<file path="src/rtl/tpu_host_ctrl_if.sv">
// Single-beat host bus between a host master and the TPU host controller.
`default_nettype none

interface tpu_host_ctrl_if #(
  parameter int ADDRW = 16,
  parameter int DATAW = 64
);
  logic             req;
  logic             r_w;
  logic [ADDRW-1:0] addr;
  logic [DATAW-1:0] dataIn;
  logic [DATAW-1:0] dataOut;
  logic             ack;
  logic             err;
  logic             done_irq;

  modport master (
    output req, r_w, addr, dataIn,
    input  dataOut, ack, err, done_irq
  );

  modport slave (
    input  req, r_w, addr, dataIn,
    output dataOut, ack, err, done_irq
  );
endinterface

`default_nettype wire

</file>
<file path="src/rtl/tpu_host_ctrl.sv">
// TPU host controller: decodes host requests into A/B row writes, C readback and a CSR,
// and sequences the optional C clear plus the systolic compute window.
`default_nettype none

module tpu_host_ctrl #(
  parameter int BITS_AB = 8,
  parameter int BITS_C  = 16,
  parameter int DIM     = 8,
  parameter int ADDRW   = 16,
  parameter int DATAW   = 64
) (
  input  wire logic                  clk,
  input  wire logic                  rst_n,
  tpu_host_ctrl_if.slave             host,
  output logic                       mem_a_wr,
  output logic                       mem_b_wr,
  output logic [$clog2(DIM)-1:0]     mem_row,
  output logic [DIM*BITS_AB-1:0]     mem_din,
  output logic                       arr_en,
  output logic                       arr_c_wr,
  output logic [$clog2(DIM)-1:0]     arr_c_row,
  output logic [DIM*BITS_C-1:0]      arr_c_din,
  input  wire logic [DIM*BITS_C-1:0] arr_c_dout
);
  localparam int ROWW   = $clog2(DIM);
  localparam int CWORDS = DIM*BITS_C/DATAW;
  localparam int CWW    = (CWORDS > 1) ? $clog2(CWORDS) : 1;
  localparam int NCOMP  = 3*DIM-2;
  localparam int CNTW   = $clog2(NCOMP+1);

  localparam logic [1:0] S_IDLE    = 2'd0;
  localparam logic [1:0] S_CREAD   = 2'd1;
  localparam logic [1:0] S_CLEAR   = 2'd2;
  localparam logic [1:0] S_COMPUTE = 2'd3;

  localparam logic [3:0] R_CSR = 4'd0;
  localparam logic [3:0] R_A   = 4'd1;
  localparam logic [3:0] R_B   = 4'd2;
  localparam logic [3:0] R_C   = 4'd3;

  logic [1:0]       r_state, w_next;
  logic [CNTW-1:0]  r_cnt;
  logic             r_go, r_done, r_irq, r_ack, r_err;
  logic [DATAW-1:0] r_dout;
  logic             r_mem_a_wr, r_mem_b_wr;
  logic [ROWW-1:0]  r_mem_row, r_crow;
  logic [DATAW-1:0] r_mem_din;
  logic [CWW-1:0]   r_cword;

  logic [3:0]       w_region;
  logic             w_busy, w_done_set, w_csr_rd;
  logic [DATAW-1:0] w_csr_rdata;
  logic [DATAW-1:0] w_cword [2**CWW];
  wire              w_unused = &{1'b0, host.addr};

  assign w_region    = host.addr[ADDRW-1 -: 4];
  assign w_busy      = (r_state == S_CLEAR) || (r_state == S_COMPUTE);
  assign w_done_set  = (r_state == S_COMPUTE) && (r_cnt == CNTW'(NCOMP-1));
  assign w_csr_rd    = host.req && !host.r_w && (w_region == R_CSR);
  // A read coinciding with completion must already report done.
  assign w_csr_rdata = {{(DATAW-2){1'b0}}, r_done | w_done_set, w_busy};

  for (genvar i = 0; i < 2**CWW; i++) begin : g_cw
    if (i < CWORDS) begin : g_word
      assign w_cword[i] = arr_c_dout[i*DATAW +: DATAW];
    end else begin : g_pad
      assign w_cword[i] = '0;
    end
  end

  always_ff @(posedge clk) begin
    if (!rst_n) r_state <= S_IDLE;
    else        r_state <= w_next;
  end

  always_comb begin
    w_next = r_state;
    case (r_state)
      S_IDLE: begin
        if (host.req && host.r_w && (w_region == R_CSR)) begin
          if (host.dataIn[1])      w_next = S_CLEAR;
          else if (host.dataIn[0]) w_next = S_COMPUTE;
        end else if (host.req && !host.r_w && (w_region == R_C)) begin
          w_next = S_CREAD;
        end
      end
      S_CREAD:   w_next = S_IDLE;
      S_CLEAR:   if (r_cnt == CNTW'(DIM-1)) w_next = r_go ? S_COMPUTE : S_IDLE;
      S_COMPUTE: if (w_done_set) w_next = S_IDLE;
      default:   w_next = S_IDLE;
    endcase
  end

  always_comb begin
    arr_en    = 1'b0;
    arr_c_wr  = 1'b0;
    arr_c_row = '0;
    case (r_state)
      S_CREAD:   arr_c_row = r_crow;
      S_CLEAR: begin
        arr_c_wr  = 1'b1;
        arr_c_row = r_cnt[ROWW-1:0];
      end
      S_COMPUTE: arr_en = 1'b1;
      default: ;
    endcase
  end

  always_ff @(posedge clk) begin
    if (!rst_n) begin
      r_cnt      <= '0;
      r_go       <= 1'b0;
      r_done     <= 1'b0;
      r_irq      <= 1'b0;
      r_ack      <= 1'b0;
      r_err      <= 1'b0;
      r_dout     <= '0;
      r_mem_a_wr <= 1'b0;
      r_mem_b_wr <= 1'b0;
      r_mem_row  <= '0;
      r_mem_din  <= '0;
      r_crow     <= '0;
      r_cword    <= '0;
    end else begin
      r_ack      <= 1'b0;
      r_err      <= 1'b0;
      r_dout     <= '0;
      r_mem_a_wr <= 1'b0;
      r_mem_b_wr <= 1'b0;
      r_irq      <= 1'b0;
      r_cnt      <= (r_state != w_next) ? '0 : r_cnt + 1'b1;
      if (w_done_set) begin
        r_done <= 1'b1;
        r_irq  <= 1'b1;
      end
      if (r_state == S_CREAD) begin
        r_ack  <= 1'b1;
        r_dout <= w_cword[r_cword];
      end
      if (host.req) begin
        r_ack <= 1'b1;
        if (w_busy) begin
          if (w_csr_rd) begin
            r_dout <= w_csr_rdata;
            r_done <= 1'b0;
          end else begin
            r_err <= 1'b1;
          end
        end else begin
          case (w_region)
            R_CSR: begin
              if (host.r_w) begin
                r_go <= host.dataIn[0];
                if (host.dataIn[0]) r_done <= 1'b0;
              end else begin
                r_dout <= w_csr_rdata;
                r_done <= 1'b0;
              end
            end
            R_A, R_B: begin
              if (host.r_w) begin
                r_mem_a_wr <= (w_region == R_A);
                r_mem_b_wr <= (w_region == R_B);
                r_mem_row  <= host.addr[ROWW-1:0];
                r_mem_din  <= host.dataIn;
              end else begin
                r_err <= 1'b1;
              end
            end
            R_C: begin
              if (!host.r_w) begin
                r_ack   <= 1'b0;
                r_cword <= host.addr[CWW-1:0];
                r_crow  <= host.addr[CWW+ROWW-1:CWW];
              end else begin
                r_err <= 1'b1;
              end
            end
            default: r_err <= 1'b1;
          endcase
        end
      end
    end
  end

  assign host.ack      = r_ack;
  assign host.err      = r_err;
  assign host.dataOut  = r_dout;
  assign host.done_irq = r_irq;
  assign mem_a_wr      = r_mem_a_wr;
  assign mem_b_wr      = r_mem_b_wr;
  assign mem_row       = r_mem_row;
  assign mem_din       = r_mem_din;
  assign arr_c_din     = '0;
endmodule

`default_nettype wire
</file>
<file path="src/flat_wrapper.sv">
// flat-port wrapper written by rule: the top's interface ports become plain ports
module tpu_host_ctrl_flat 
#(
  parameter int BITS_AB = 8,
  parameter int BITS_C  = 16,
  parameter int DIM     = 8,
  parameter int ADDRW   = 16,
  parameter int DATAW   = 64
)
  (clk, rst_n, mem_a_wr, mem_b_wr, mem_row, mem_din, arr_en, arr_c_wr, arr_c_row, arr_c_din, arr_c_dout, host_req, host_r_w, host_addr, host_dataIn, host_dataOut, host_ack, host_err, host_done_irq);
  tpu_host_ctrl_if #(.ADDRW(ADDRW), .DATAW(DATAW)) host_i ();
  input  wire logic clk;
  input  wire logic rst_n;
  output logic mem_a_wr;
  output logic mem_b_wr;
  output logic [$clog2(DIM)-1:0] mem_row;
  output logic [DIM*BITS_AB-1:0] mem_din;
  output logic arr_en;
  output logic arr_c_wr;
  output logic [$clog2(DIM)-1:0] arr_c_row;
  output logic [DIM*BITS_C-1:0] arr_c_din;
  input  wire logic [DIM*BITS_C-1:0] arr_c_dout;
  input wire logic [$bits(host_i.req)-1:0] host_req;
  input wire logic [$bits(host_i.r_w)-1:0] host_r_w;
  input wire logic [$bits(host_i.addr)-1:0] host_addr;
  input wire logic [$bits(host_i.dataIn)-1:0] host_dataIn;
  output wire logic [$bits(host_i.dataOut)-1:0] host_dataOut;
  output wire logic [$bits(host_i.ack)-1:0] host_ack;
  output wire logic [$bits(host_i.err)-1:0] host_err;
  output wire logic [$bits(host_i.done_irq)-1:0] host_done_irq;
  assign host_i.req = host_req;
  assign host_i.r_w = host_r_w;
  assign host_i.addr = host_addr;
  assign host_i.dataIn = host_dataIn;
  assign host_dataOut = host_i.dataOut;
  assign host_ack = host_i.ack;
  assign host_err = host_i.err;
  assign host_done_irq = host_i.done_irq;
  tpu_host_ctrl #(.BITS_AB(BITS_AB), .BITS_C(BITS_C), .DIM(DIM), .ADDRW(ADDRW), .DATAW(DATAW)) u_core (.clk(clk), .rst_n(rst_n), .host(host_i), .mem_a_wr(mem_a_wr), .mem_b_wr(mem_b_wr), .mem_row(mem_row), .mem_din(mem_din), .arr_en(arr_en), .arr_c_wr(arr_c_wr), .arr_c_row(arr_c_row), .arr_c_din(arr_c_din), .arr_c_dout(arr_c_dout));
endmodule
</file>
<file path="config.mk">
export PLATFORM = sky130hd
export DESIGN_NAME = tpu_host_ctrl_flat
export DESIGN_NICKNAME = d
export VERILOG_FILES = /design/src/rtl/tpu_host_ctrl_if.sv /design/src/rtl/tpu_host_ctrl.sv /design/src/flat_wrapper.sv
export SDC_FILE = /design/constraint.sdc
export NUM_CORES = 1
export LEC_CHECK = 0
export ABC_AREA = 1
export CAP_MARGIN = 20
export CELL_PAD_IN_SITES_DETAIL_PLACEMENT = 1
export CELL_PAD_IN_SITES_GLOBAL_PLACEMENT = 2
export CORE_MARGIN = 1.5
export CORE_UTILIZATION = 16
export CTS_BUF_LIST = sky130_fd_sc_hd__clkbuf_8
export CTS_CLUSTER_SIZE = 8
export DETAILED_ROUTE_END_ITERATION = 10
export HOLD_SLACK_MARGIN = 0.06
export PLACE_DENSITY_LB_ADDON = 0.3
export SLEW_MARGIN = 20
export SYNTH_ARGS = -nofsm -noshare
export SYNTH_HDL_FRONTEND = slang
export SYNTH_SLANG_ARGS = --single-unit
</file>
<file path="constraint.sdc">
create_clock -name clk -period 1.51 [get_ports clk]
set_input_delay 0.151 -clock clk [delete_from_list [all_inputs] [get_ports clk]]
set_output_delay 0.151 -clock clk [all_outputs]
set_load 0.03 [all_outputs]
</file>
==> results by group <==
Timing
  • Endpoints failing hold: 0
  • Fin Clk Skew: 0.0152 ns
  • PnR worst setup slack: -0.317 ns
  • Fmax: 547 MHz
  • Tcrit/Tclk final: 121%
  • Slew headroom: 62.7%
  • Fin crit period: 1.83 ns
  • Pins Over Slew Limit: 0
  • Unrepaired setup endpoints after global routing: yes
  • TNS Setup: -18.84 ns
  • Endpoints failing setup: 82
  • Actual slew at the worst max-slew pin: 0.560 ns

Routing
  • Wirelength per Cell: 16.6 µm
  • Initial drt markers: 181
  • Total wire length: 29,800 µm
  • Remaining antenna violation count: 0
  • Drt pass-1 iters: 4
  • Via Count: 6,617
  • Via density: 3.70
  • Drt drc: 0

Worst setup path
  • Crit. End Element: flop
  • Startpoint types: flop
  • R2R cell count: 10
  • Worst EP arrival: 2.21 ns
  • Worst Path Max Fanout: 7
  • Crit path kind: reg2reg
  • Worst Path Required: 1.90 ns

Global routing
  • GRT Resource Usage Total: 13.7%
  • Maximum number of pins on one net before global-route repair: 73
  • First-pass GRT wire length: 42,100 µm
  • Global route overflow: 0
  • Initial antenna violation count: 0
  • Vias in the first global route: 6,713

Die
  • Core area: 40,100 µm²
  • Die ar.: 42,100 µm²
  • I/O pin count: 481
  • Starting Density: 16.3%
  • Row Count: 73
  • Die H: 205 µm
  • Die width: 205 µm

Synth
  • Yosys cell types: 30
  • Synthesized area per cell: 7.70 µm²
  • Post-synth top area share: 45.6%
  • Synth area leader: dfxtp_1
  • Count of flip-flops with a built-in enable after synthesis: 0
  • Synth cell count leaders: nand2_1 (152), nor2_1 (150), dfxtp_1 (149)
  • Synth warn: 0
  • Mapped Cells: 850
  • Leading cell type by number of instances after synthesis: nand2_1
  • Ys async rst share: 0%
  • Top_reg_cell synth: dfxtp_1
  • Sequential element share of the synthesized area: 45.6%
  • Register bit total from synthesis: 149
  • Synth area leaders: dfxtp_1 (46%), buf_4 (15%), nand2_1 (8.7%)
  • Synth Cell Area: 6550 µm²

Final layout
  • Share of layout cells above drive strength 1: 21.4%
  • Total Nets Final: 1,469
  • ANT cells: 0
  • Core Util, Final: 29.9%
  • Syn-to-layout area delta: 83.0%
  • Layout fillers: 4,790
  • Design area: 12,000 µm²

Clock network
  • Worst skew pair latency: 0.49 ns
  • CTS Buffer Depth: 2
  • H-Tree Depth: 4
  • Root buffer cell: clkbuf_8
  • CTS Sinks: 149
  • Clk slew on worst S/H paths: 0.10 ns
  • TritonCTS Buffers: 17
  • Clock tree from TritonCTS: done

Outcome
  • Status: finished with violations
  • Failing checks: negative setup slack

Pwr
  • Power per cell area: 839 nW/µm²
  • Int Pwr: 0.00699 W
  • Worst VDD drop: 0.526 mV
  • Gate power share: 22.2%
  • Sw power: 0.00306 W
  • Clock share of power: 37.1%
  • Sw frac: 30.4%
  • Power, Total: 0.0101 W
  • Pleak: 5.45 nW
  • Seq pwr share: 40.7%

Min path
  • Hold Crit Depth: 3
  • Hold Path Class: in2reg

Placement
  • IO Port Bufs: 344
  • Placer Congestion: 0.727
  • DP HPWL: 21,800 µm
  • Post-DP Area: 10,500 µm²

Job
  • Maxcap violations: 0
==> repair_timing <==
item,4_1_cts,5_1_grt
setup buffers,16,11
endpoints found under the hold margin,6,0
endpoints found under the setup margin,213,94
gates cloned,14,1
resized for setup,282,114
pin swaps,9,44
hold buffers,1,0
==> cells by family after synthesis <==
group | Yosys count | synth area share [%]
flops | 149 | 45.6
simple gates | 338 | 20.8
fa+ha+maj | 6 | 1.15
xor+xnor | 3 | 0.401
other cells | 1 | 0.0573
buf+inv | 198 | 19.9
compound gates | 155 | 12.1
==> state kept, by name (all words and copies together) (netlist names) <==
register	cells
u_core.host.err	1
u_core.r_cword	1
u_core.mem_b_wr	1
u_core.r_crow	3
u_core.host.dataOut	64
u_core.mem_row	3
u_core.r_go	1
u_core.r_done	1
u_core.r_state	2
u_core.host.done_irq	1
u_core.mem_din	64
u_core.mem_a_wr	1
u_core.r_cnt	5
u_core.host.ack	1
==> routing by layer <==
metal / global-route usage (%) / vias to the layer above / share of wire (%)
li1: - / 3253 / -
met1: 14.8 / 3058 / 39
met2: 24.5 / 287 / 51
met3: 5.27 / 19 / 9.6
met4: 4.07 / 0 / 1.1
met5: 0 / - / 0
==> final timing paths <==
path                          start                 endpoint  slack (ns)
setup / recovery  u_core.r_state[0]       u_core.mem_din[40]       -0.32
hold / removal       arr_c_dout[49]  u_core.host.dataOut[49]        0.21
setup reg to reg  u_core.r_state[0]       u_core.mem_din[40]       -0.32
hold reg to reg     u_core.r_cnt[0]          u_core.r_cnt[0]        0.45
==> power by group through the flow <==
| stage | Clock, W | Combinational (W) | Sequential [W] |
|---|---|---|---|
| 2_1_floorplan | 0 | 0.00109 | 0.00430 |
| 3_3_place_gp | 0 | 0.00191 | 0.00418 |
| 3_5_place_dp | 0 | 0.00192 | 0.00418 |
| 4_1_cts | 0.00393 | 0.00218 | 0.00408 |
| 5_1_grt | 0.00409 | 0.00239 | 0.00410 |
| 6_report | 0.00373 | 0.00223 | 0.00409 |
==> cells in the final DEF, fill, tap and decap left out, types with 4 or more instances in the layout <==
cell,instances
nand3_2,6
o21ai_1,12
buf_4,45
nand3_1,9
o21ai_4,7
nand2_2,9
clkdlybuf4s15_1,14
buf_16,7
dfxtp_1,145
nand2_4,4
nor2_1,122
dlygate4sd2_1,111
clkdlybuf4s50_1,202
clkbuf_8,17
o21ai_0,6
bufinv_16,5
inv_2,6
buf_12,23
inv_1,16
nor2_4,14
nor2_2,18
ha_4,4
a21oi_1,69
buf_6,10
conb_1,128
clkbuf_2,6
nand2_1,143
nor3_2,5
o21ai_2,50
==> worst max-delay path, cell delays in order, from the launching register on <==
cell and delay, ns:
dfxtp_4 0.37, buf_6 0.13, ha_4 0.16, nor2_4 0.12, inv_2 0.06, nor2_4 0.21
nand2_8 0.17, buf_12 0.19, buf_6 0.12, o21ai_2 0.13, nor2_1 0.06
==> area by class of cell <==
class | instances | area (µm²) | area share [%]
Timing Repair inverter | 1 | 16.3 | 0.136
Tap cell | 525 | 657 | 5.48
Multi-Input combinational cell | 631 | 3370 | 28.2
Timing Repair Buffer | 424 | 4350 | 36.3
Inverter | 27 | 126 | 1.05
Clock buffer | 17 | 234 | 1.95
Clock inverter | 15 | 226 | 1.89
Sequential cell | 149 | 2990 | 25.0
==> per-stage QoR <==
stage | setup WS, ns | instances | hold WS [ns]
6_report | -0.317 | 1789 | 0.206
5_1_grt | -0.421 | 1789 | 0.173
4_1_cts | -0.365 | 1785 | 0.152
3_5_place_dp | -0.310 | 1722 | 0.473
3_3_place_gp | -0.285 | 1722 | 0.463
2_1_floorplan | -0.0372 | 977 | 0.286
Note: power is estimated with default switching activity, not from simulation.
